`src/rtl/snn_frame_ctrl.sv`:
```
// Frame sequencer for the snn_rgb datapath: issues raster timing for a
// programmed number of frames, then drains and counts returned pixels.
module snn_frame_ctrl #(
  parameter int unsigned H_RES          = 640,
  parameter int unsigned V_RES          = 480,
  parameter int unsigned H_BLANK        = 100,
  parameter int unsigned V_BLANK        = 10,
  parameter int unsigned PIPELINE_DELAY = 76
) (
  input  logic        clk,
  input  logic        reset_n,
  input  logic        start,
  input  logic [7:0]  num_frames,
  output logic        busy,
  output logic        done,
  output logic        timeout,
  output logic        spurious,
  output logic        vs_in,
  output logic        hs_in,
  output logic        de_in,
  output logic [9:0]  x_cnt,
  output logic [9:0]  y_cnt,
  input  logic        de_ret,
  output logic        frame_out_done,
  output logic [27:0] ret_count
);

  localparam int unsigned H_TOT     = H_RES + H_BLANK;
  localparam int unsigned V_TOT     = V_RES + V_BLANK;
  localparam int unsigned FRAME_PIX = H_RES * V_RES;
  localparam int unsigned DRAIN_LIM = 4 * PIPELINE_DELAY;
  localparam int unsigned PW        = $clog2(FRAME_PIX + 1);
  localparam int unsigned DW        = $clog2(DRAIN_LIM + 1);

  typedef enum logic [1:0] {ST_IDLE, ST_ACTIVE, ST_DRAIN, ST_DONE} state_t;

  state_t        state_q, state_d;
  logic [7:0]    frames_q, frames_d;
  logic [7:0]    frame_cnt_q, frame_cnt_d;
  logic [9:0]    x_q, x_d, y_q, y_d;
  logic [DW-1:0] drain_q, drain_d;
  logic [27:0]   ret_q, ret_d;
  logic [PW-1:0] pix_q, pix_d;
  logic          hit_q, hit_d;
  logic          fod_q, fod_d;
  logic          busy_q, busy_d;
  logic          done_q, done_d;
  logic          timeout_q, timeout_d;
  logic          spurious_q, spurious_d;
  logic          vs_q, vs_d, hs_q, hs_d, de_q, de_d;
  logic [27:0]   target;
  logic          in_act;

  assign target = 28'(frames_q) * 28'(FRAME_PIX);

  always_comb begin
    state_d     = state_q;
    frames_d    = frames_q;
    frame_cnt_d = frame_cnt_q;
    x_d         = x_q;
    y_d         = y_q;
    drain_d     = drain_q;
    ret_d       = ret_q;
    pix_d       = pix_q;
    hit_d       = 1'b0;
    fod_d       = hit_q;
    busy_d      = busy_q;
    done_d      = 1'b0;
    timeout_d   = timeout_q;
    spurious_d  = spurious_q;

    // Returned pixels are counted before the drain exit decision so a
    // final pixel arriving on the limit cycle still gives a normal exit.
    if (de_ret && (state_q == ST_ACTIVE || state_q == ST_DRAIN) && ret_q != '1) begin
      ret_d = ret_q + 28'd1;
      if (pix_q == PW'(FRAME_PIX - 1)) begin
        pix_d = '0;
        hit_d = 1'b1;
      end else begin
        pix_d = pix_q + PW'(1);
      end
    end

    case (state_q)
      ST_IDLE: begin
        busy_d = 1'b0;
        if (de_ret) spurious_d = 1'b1;
        if (start) begin
          timeout_d  = 1'b0;
          spurious_d = 1'b0;
          if (num_frames != 8'd0) begin
            state_d     = ST_ACTIVE;
            busy_d      = 1'b1;
            frames_d    = num_frames;
            frame_cnt_d = '0;
            x_d         = '0;
            y_d         = '0;
            ret_d       = '0;
            pix_d       = '0;
          end else begin
            state_d = ST_DONE;
            done_d  = 1'b1;
          end
        end
      end
      ST_ACTIVE: begin
        if (x_q == 10'(H_TOT - 1)) begin
          x_d = '0;
          if (y_q == 10'(V_TOT - 1)) begin
            y_d = '0;
            if (frame_cnt_q == frames_q - 8'd1) begin
              state_d = ST_DRAIN;
              drain_d = '0;
            end else begin
              frame_cnt_d = frame_cnt_q + 8'd1;
            end
          end else begin
            y_d = y_q + 10'd1;
          end
        end else begin
          x_d = x_q + 10'd1;
        end
      end
      ST_DRAIN: begin
        drain_d = drain_q + DW'(1);
        if (ret_d == target) begin
          state_d = ST_DONE;
          done_d  = 1'b1;
          busy_d  = 1'b0;
        end else if (drain_d == DW'(DRAIN_LIM)) begin
          state_d   = ST_DONE;
          done_d    = 1'b1;
          busy_d    = 1'b0;
          timeout_d = 1'b1;
        end
      end
      default: begin
        state_d = ST_IDLE;
      end
    endcase

    in_act = (state_d == ST_ACTIVE);
    vs_d   = in_act && (y_d == 10'd0);
    hs_d   = in_act && (x_d < 10'(H_RES));
    de_d   = in_act && (x_d < 10'(H_RES)) && (y_d < 10'(V_RES));
  end

  always_ff @(posedge clk or negedge reset_n) begin
    if (!reset_n) begin
      state_q     <= ST_IDLE;
      frames_q    <= '0;
      frame_cnt_q <= '0;
      x_q         <= '0;
      y_q         <= '0;
      drain_q     <= '0;
      ret_q       <= '0;
      pix_q       <= '0;
      hit_q       <= 1'b0;
      fod_q       <= 1'b0;
      busy_q      <= 1'b0;
      done_q      <= 1'b0;
      timeout_q   <= 1'b0;
      spurious_q  <= 1'b0;
      vs_q        <= 1'b0;
      hs_q        <= 1'b0;
      de_q        <= 1'b0;
    end else begin
      state_q     <= state_d;
      frames_q    <= frames_d;
      frame_cnt_q <= frame_cnt_d;
      x_q         <= x_d;
      y_q         <= y_d;
      drain_q     <= drain_d;
      ret_q       <= ret_d;
      pix_q       <= pix_d;
      hit_q       <= hit_d;
      fod_q       <= fod_d;
      busy_q      <= busy_d;
      done_q      <= done_d;
      timeout_q   <= timeout_d;
      spurious_q  <= spurious_d;
      vs_q        <= vs_d;
      hs_q        <= hs_d;
      de_q        <= de_d;
    end
  end

  assign busy           = busy_q;
  assign done           = done_q;
  assign timeout        = timeout_q;
  assign spurious       = spurious_q;
  assign vs_in          = vs_q;
  assign hs_in          = hs_q;
  assign de_in          = de_q;
  assign x_cnt          = x_q;
  assign y_cnt          = y_q;
  assign frame_out_done = fod_q;
  assign ret_count      = ret_q;

endmodule

```
`config.mk`:
```
export PLATFORM = sky130hd
export DESIGN_NAME = snn_frame_ctrl
export DESIGN_NICKNAME = d
export VERILOG_FILES = /design/src/rtl/snn_frame_ctrl.sv
export SDC_FILE = /design/constraint.sdc
export NUM_CORES = 1
export LEC_CHECK = 0
export CORE_ASPECT_RATIO = 1.2
export CORE_MARGIN = 2
export CORE_UTILIZATION = 44
export DETAILED_ROUTE_END_ITERATION = 10
export PLACE_DENSITY = 0.66
export SKIP_CTS_REPAIR_TIMING = 1
export SLEW_MARGIN = 0
export SYNTH_ARGS = -nofsm -noshare
export SYNTH_HDL_FRONTEND = slang
export SYNTH_SLANG_ARGS = --single-unit
```
`constraint.sdc`:
```
create_clock -name clk -period 4.3 [get_ports clk]
set_input_delay 1.29 -clock clk [delete_from_list [all_inputs] [get_ports clk]]
set_output_delay 1.29 -clock clk [all_outputs]
set_load 0.005 [all_outputs]
```
Yosys cells after proc, flatten, opt, wreduce, memory -nomap -nowiden
Cells that the tools add are included. W data, S select, Z words.

Register bits after elaboration: 103. Bits of input ports: 12. Output and inout port bits: 56. Logic and storage cells: 119.

Add/sub/neg operators: 7. $mul: 1. Order comparisons: 2. Eq/ne operators: 19. Mux-type cells: 54. Reduce and logical (&&, ||, !) cells: 19.

Operators with widths (count): $mux W28 (4); $mux W19 (5); $mux W10 (7); $mux W8 (5); $pmux W10 S2 (2); $add A28 B1 Y28 const B (1); $eq A28 B27 Y1 (1); $ne A28 B28 Y1 const B (1); $mux W9 (3); $add A10 B1 Y10 const B (2); $add A19 B1 Y19 const B (1); $eq A19 B19 Y1 const B (1); $pmux W9 S2 (1); $pmux W8 S2 (1); $mul A8 B7 Y15 const B (1); $mux W1 (15); $mux W2 (7); $eq A10 B10 Y1 const B (1); $eq A10 B9 Y1 const B (1); $logic_not A10 Y1 (1); $lt A10 B10 Y1 const B (1); $lt A10 B9 Y1 const B (1); $add A9 B1 Y9 const B (1); $eq A9 B9 Y1 const B (1); 19 further kinds (37).

Depth between registers and ports, before layout
Depth in word-level cells: 11. Gate-level depth with buffers: 17. Mapped depth without buffers: 16.

Worst setup path after synthesis
OpenSTA, ideal clock, no wires.

Path type: register -> register. From: reg frames_q[6]. To: reg timeout_q, in the netlist timeout. Library setup time: 0.129 ns. Arrival: 4.270 ns. Required time: 4.171 ns. Path slack: -0.099 ns. Cell stages (with the launch flop): 18. Path buffers: 1. Period minus slack after synthesis: 4.399 ns. Path through: dfrtp_1 > ha_1 > ha_1 > inv_1 > fa_1 > inv_1 > fa_1 > ha_1 > clkbuf_1 > nand3_1 > a211oi_1 > or3_1 > a21o_1 > a21oi_1 > xor3_1 > nor4_1 > and3_1 > o41ai_1.

Longest elaborated chain between the ends: 4.

RTL lines: start: declaration (RTL line 38) `logic [7:0] frames_q, frames_d;`; start signal: assignment (RTL line 169) `frames_q <= frames_d;`; $mul A8 B7 Y15 (RTL line 54) `assign target = 28'(frames_q) * 28'(FRAME_PIX);`; $eq A28 B27 Y1 (RTL line 126) `if (ret_d == target) begin`; $ne A2 B2 Y1 (no line); $reduce_and A4 Y1 (no line); end signal: assignment (RTL line 180) `timeout_q <= timeout_d;`; end: declaration (RTL line 48) `logic timeout_q, timeout_d;`.

No other way between the ends. A chain may end at the register's enable or synchronous reset.

Worst setup path after layout
From: reg frames_q[6]. To: reg hs_q, in the netlist hs_in.

Longest elaborated chain between the ends: 8. Elaborated cells between the ends (all ways): 11. Those cells by class: add/sub: 1; mul: 1; eq/ne: 3; mux: 5; reduce/logical: 1.

RTL lines: branches (longest 5 deep; another with $mul A8 B7 Y15); $pmux W2 S3 (*) (RTL line 84) `case (state_q)`; $eq A2 B1 Y1 (*) (RTL line 142) `in_act = (state_d == ST_ACTIVE);`; $logic_and A1 B1 Y1 (*) (RTL line 144) `hs_d = in_act && (x_d < 10'(H_RES));`; via hs_d (RTL line 50) `logic vs_q, vs_d, hs_q, hs_d, de_q, de_d;`; end signal: assignment (RTL line 183) `hs_q <= hs_d;`; end: declaration (RTL line 50).

Mark *: on every way through the listed nets, which the timed path passes.

==> results.md <==
- Status: finished with violations
- Violated checks: negative setup slack
- Core Area: 0.0161 mm²
- Type of the most critical hold path: flip-flop to flip-flop
- Critical path class: flip-flop to flip-flop
- Min Clock Period, post-route: 4.50 ns
- Number of buffers added on ports: 67
- Initial Utilization: 44.7%
- Power density over the cells: 251 mW/mm²
- Startpoint type of the worst setup path: flip-flop
- Clock latency on the worst-skew pair: 0.36 ns
- All-Layer GR Usage: 21.3%
- RSZ-0062 raised after global routing: true
- Overflow after GRT: 0
- Post-Route Skew: 0.0103 ns
- HPWL after DPL: 13000 µm
- Largest net degree at the start of global routing: 104
- Yosys Warn Count: 0
- Die area: 0.0174 mm²
- Number of failing setup endpoints in the final timing report: 7
- Crit-path most repeated cell: ha_4
- Number of vias per cell: 5.56
- Beginning of the worst register-to-register path: frames_q[6]
- Die Height: 144 µm
- CP required: 4.58 ns
- Clock-pin transition on the worst setup and hold timing paths: 0.07 ns
- Total vias in the final route: 6211
- Sum of negative setup slack: -1.02 ns
- Syn Nets: 869
- Clock tree from TritonCTS: built
- Part of the Yosys area used for sequential elements: 35.9%
- Area leader, netlist: dfrtp_1
- Clock tree root buffer cell: clkbuf_16
- Number of distinct standard cells referenced by the synthesized netlist: 75
- Share of the synthesized area in the top cell type: 35.9%
- Largest cells by area after synthesis: dfrtp_1 36%, ha_1 8.9%, nor2_1 4.7%, nand2_1 4.6%, xnor2_1 4.3%
- Number of DRC violations after detailed routing: 0
- CP max FO: 4
- Category of the worst setup path capture point: flip-flop
- Net count of the finished layout: 971
- Cell area after technology mapping: 0.00718 mm²
- Delay of the slowest critical-path stage: 0.52 ns
- Instance area at placement: 0.00837 mm²
- DR pass1 iterations: 5
- Die width: 121 µm
- Top-level I/O count: 68
- Max-slew headroom at the worst pin: 46.7%
- Area growth syn-to-layout: 23.0%
- CTS Buf Count: 9
- Floorplan row count: 51
- Largest buffer count on any clock path: 2
- Instance count of the mapped netlist: 799
- Weighted congestion reported at the end of routability-driven placement: 0.854
- Worst ir drop on vdd: 0.000227 V
- Iteration-0 DRC Markers: 307
- Cell-by-cell listing of the critical path: ha_4, ha_4, inv_2, fa_1, inv_1, fa_1, ha_4, buf_6, a21oi_2, o21ai_1, or3_4, a221o_1, a21o_1, xnor2_2, nor4_2, buf_4, nand4_1, a21oi_1
- Number of antenna violations at the first check in global routing: 0
- Data arrival, critical path: 4.78 ns
- Flip-flop and latch count after synthesis: 103
- Leakage Power: 3.94 nW
- Final hold slack: 0.361 ns
- Wire length of the first global-routing pass: 29700 µm
- Wirelength, routed: 17700 µm
- Number of nets with antenna violations after routing: 0
- Clock net sink count: 103
- Sum of internal, switching and leakage power: 0.00222 W
- Part of the cycle the worst path needs: 105%
- Number of enable-type register cells in the synthesized netlist: 0
- H-tree lvl count: 3
- Destination of the worst hold path: frame_out_done
- Worst R2R End: hs_in
- Max-slew violation total from the final report: 0
- Logic depth of the worst register-to-register path: 18
- Via count of the first global-routing pass: 5976
- Cell at the slowest stage of the critical path: fa_1
- Total non-filler cell area in the finished layout: 0.00883 mm²
- Worst hold path startpoint: fod_d
- Layout cells sized above 1: 12.7%
- Worst R2R Setup Slack: -0.20 ns
- Main synth FF type: dfrtp_1
- Diode insertion count for antenna repair: 0
- Worst Max-Slew Pin Slew: 0.792 ns
- Final Hold Vio Count: 0
- Synth async-reset ratio: 100%
- Crit path setup slack, layout: -0.195 ns
- Commonest non-fill, non-tap cell in the layout: dfrtp_1
- Mean instance size in the synthesized netlist: 8.99 µm²
- Number of max-cap violations: 0
- Hold Path Cell Cnt: 0
- Average routed wire per standard cell: 15.8 µm
- Commonest cells after routing, fill and taps aside: 100 x dfrtp_1, 89 x nor2_1, 88 x nand2_1
- Final standard cell utilization of the core: 54.9%
- FMAX: 222 MHz
[registers in the layout (all words and copies together) (netlist names)]
signal	cells
frames_q	8
frame_out_done	1
spurious	1
de_in	1
x_cnt	10
hs_in	1
state_q	2
pix_q	19
done	1
busy	1
drain_q	9
frame_cnt_q	8
fod_d	1
timeout	1
y_cnt	10
ret_count	28
vs_in	1
[per-stage QoR]
step	setup slack (ns)	instances
after global placement	-0.154	1099
after detailed placement	-0.328	1099
final	-0.195	1118
after CTS	-0.327	1115
after floorplan	0.0408	799
after global routing	-0.385	1118
[critical path, delay by kind of cell (launching register included)]
family          cells  cell delay (ns)
simple gates        3             0.87
buf+inv             4             0.37
fa+ha+maj           5             1.73
xor+xnor            1             0.15
compound gates      5             0.86
flops               1             0.43
[worst max-delay path by stage]
| stage | slack (ns) | cells past startpoint | to | startpoint |
|---|---|---|---|---|
| after CTS | -0.33 | 16 | vs_in | frames_q[4] |
| after global routing | -0.39 | 16 | de_in | frames_q[6] |
| after floorplan | 0.04 | 17 | timeout | frames_q[4] |
| after detailed placement | -0.33 | 16 | vs_in | frames_q[4] |
| after global placement | -0.15 | 16 | timeout | frames_q[4] |
| final | -0.20 | 18 | hs_in | frames_q[6] |
[routing by layer]
metal  share of wire [%]  GRT usage, %
met4                 1.5          5.69
met5                   0             0
met3                 4.6          4.92
met2                  50          36.8
met1                  44          26.8
[final cells by class]
class | instances | area [µm²]
clock inverters | 6 | 68.8
multi-input cells | 644 | 4540
fillers | 1511 | 7250
well taps | 212 | 265
clock buffers | 10 | 229
inverters | 30 | 113
flip-flops and latches | 103 | 2580
repair buffers | 113 | 1030
[kinds of logic (layout without fill, tap and decap cells)]
group / after synthesis / count (layout) / synth area share (%)
buffers and inverters: 52 / 159 / 2.93
XOR/XNOR: 75 / 75 / 10.2
AND/OR/NAND/NOR: 359 / 359 / 26.0
flip-flops: 103 / 103 / 35.9
adder cells (fa/ha/maj): 58 / 58 / 10.8
multiplexers: 9 / 9 / 1.29
AO/OA/AOI/OAI: 143 / 143 / 12.9
[power by group]
group	switching, W	total [W]	internal [W]
registers	0.0000833	0.00110	0.00102
clock network	0.000385	0.000841	0.000456
logic	0.000128	0.000274	0.000147
[synth_stat cells (8+ instances only)]
cell type,instances
nor4_1,14
or3_1,9
nor2_1,89
and3_1,18
nand2_1,88
o21ai_0,43
inv_1,30
a21oi_1,30
xor2_1,35
xnor2_1,35
a31oi_1,9
a21o_1,8
nand4_1,18
nor3_1,18
nand3_1,44
ha_1,51
clkbuf_1,12
dfrtp_1,103
buf_2,9
(Power assumes the default switching activity.)
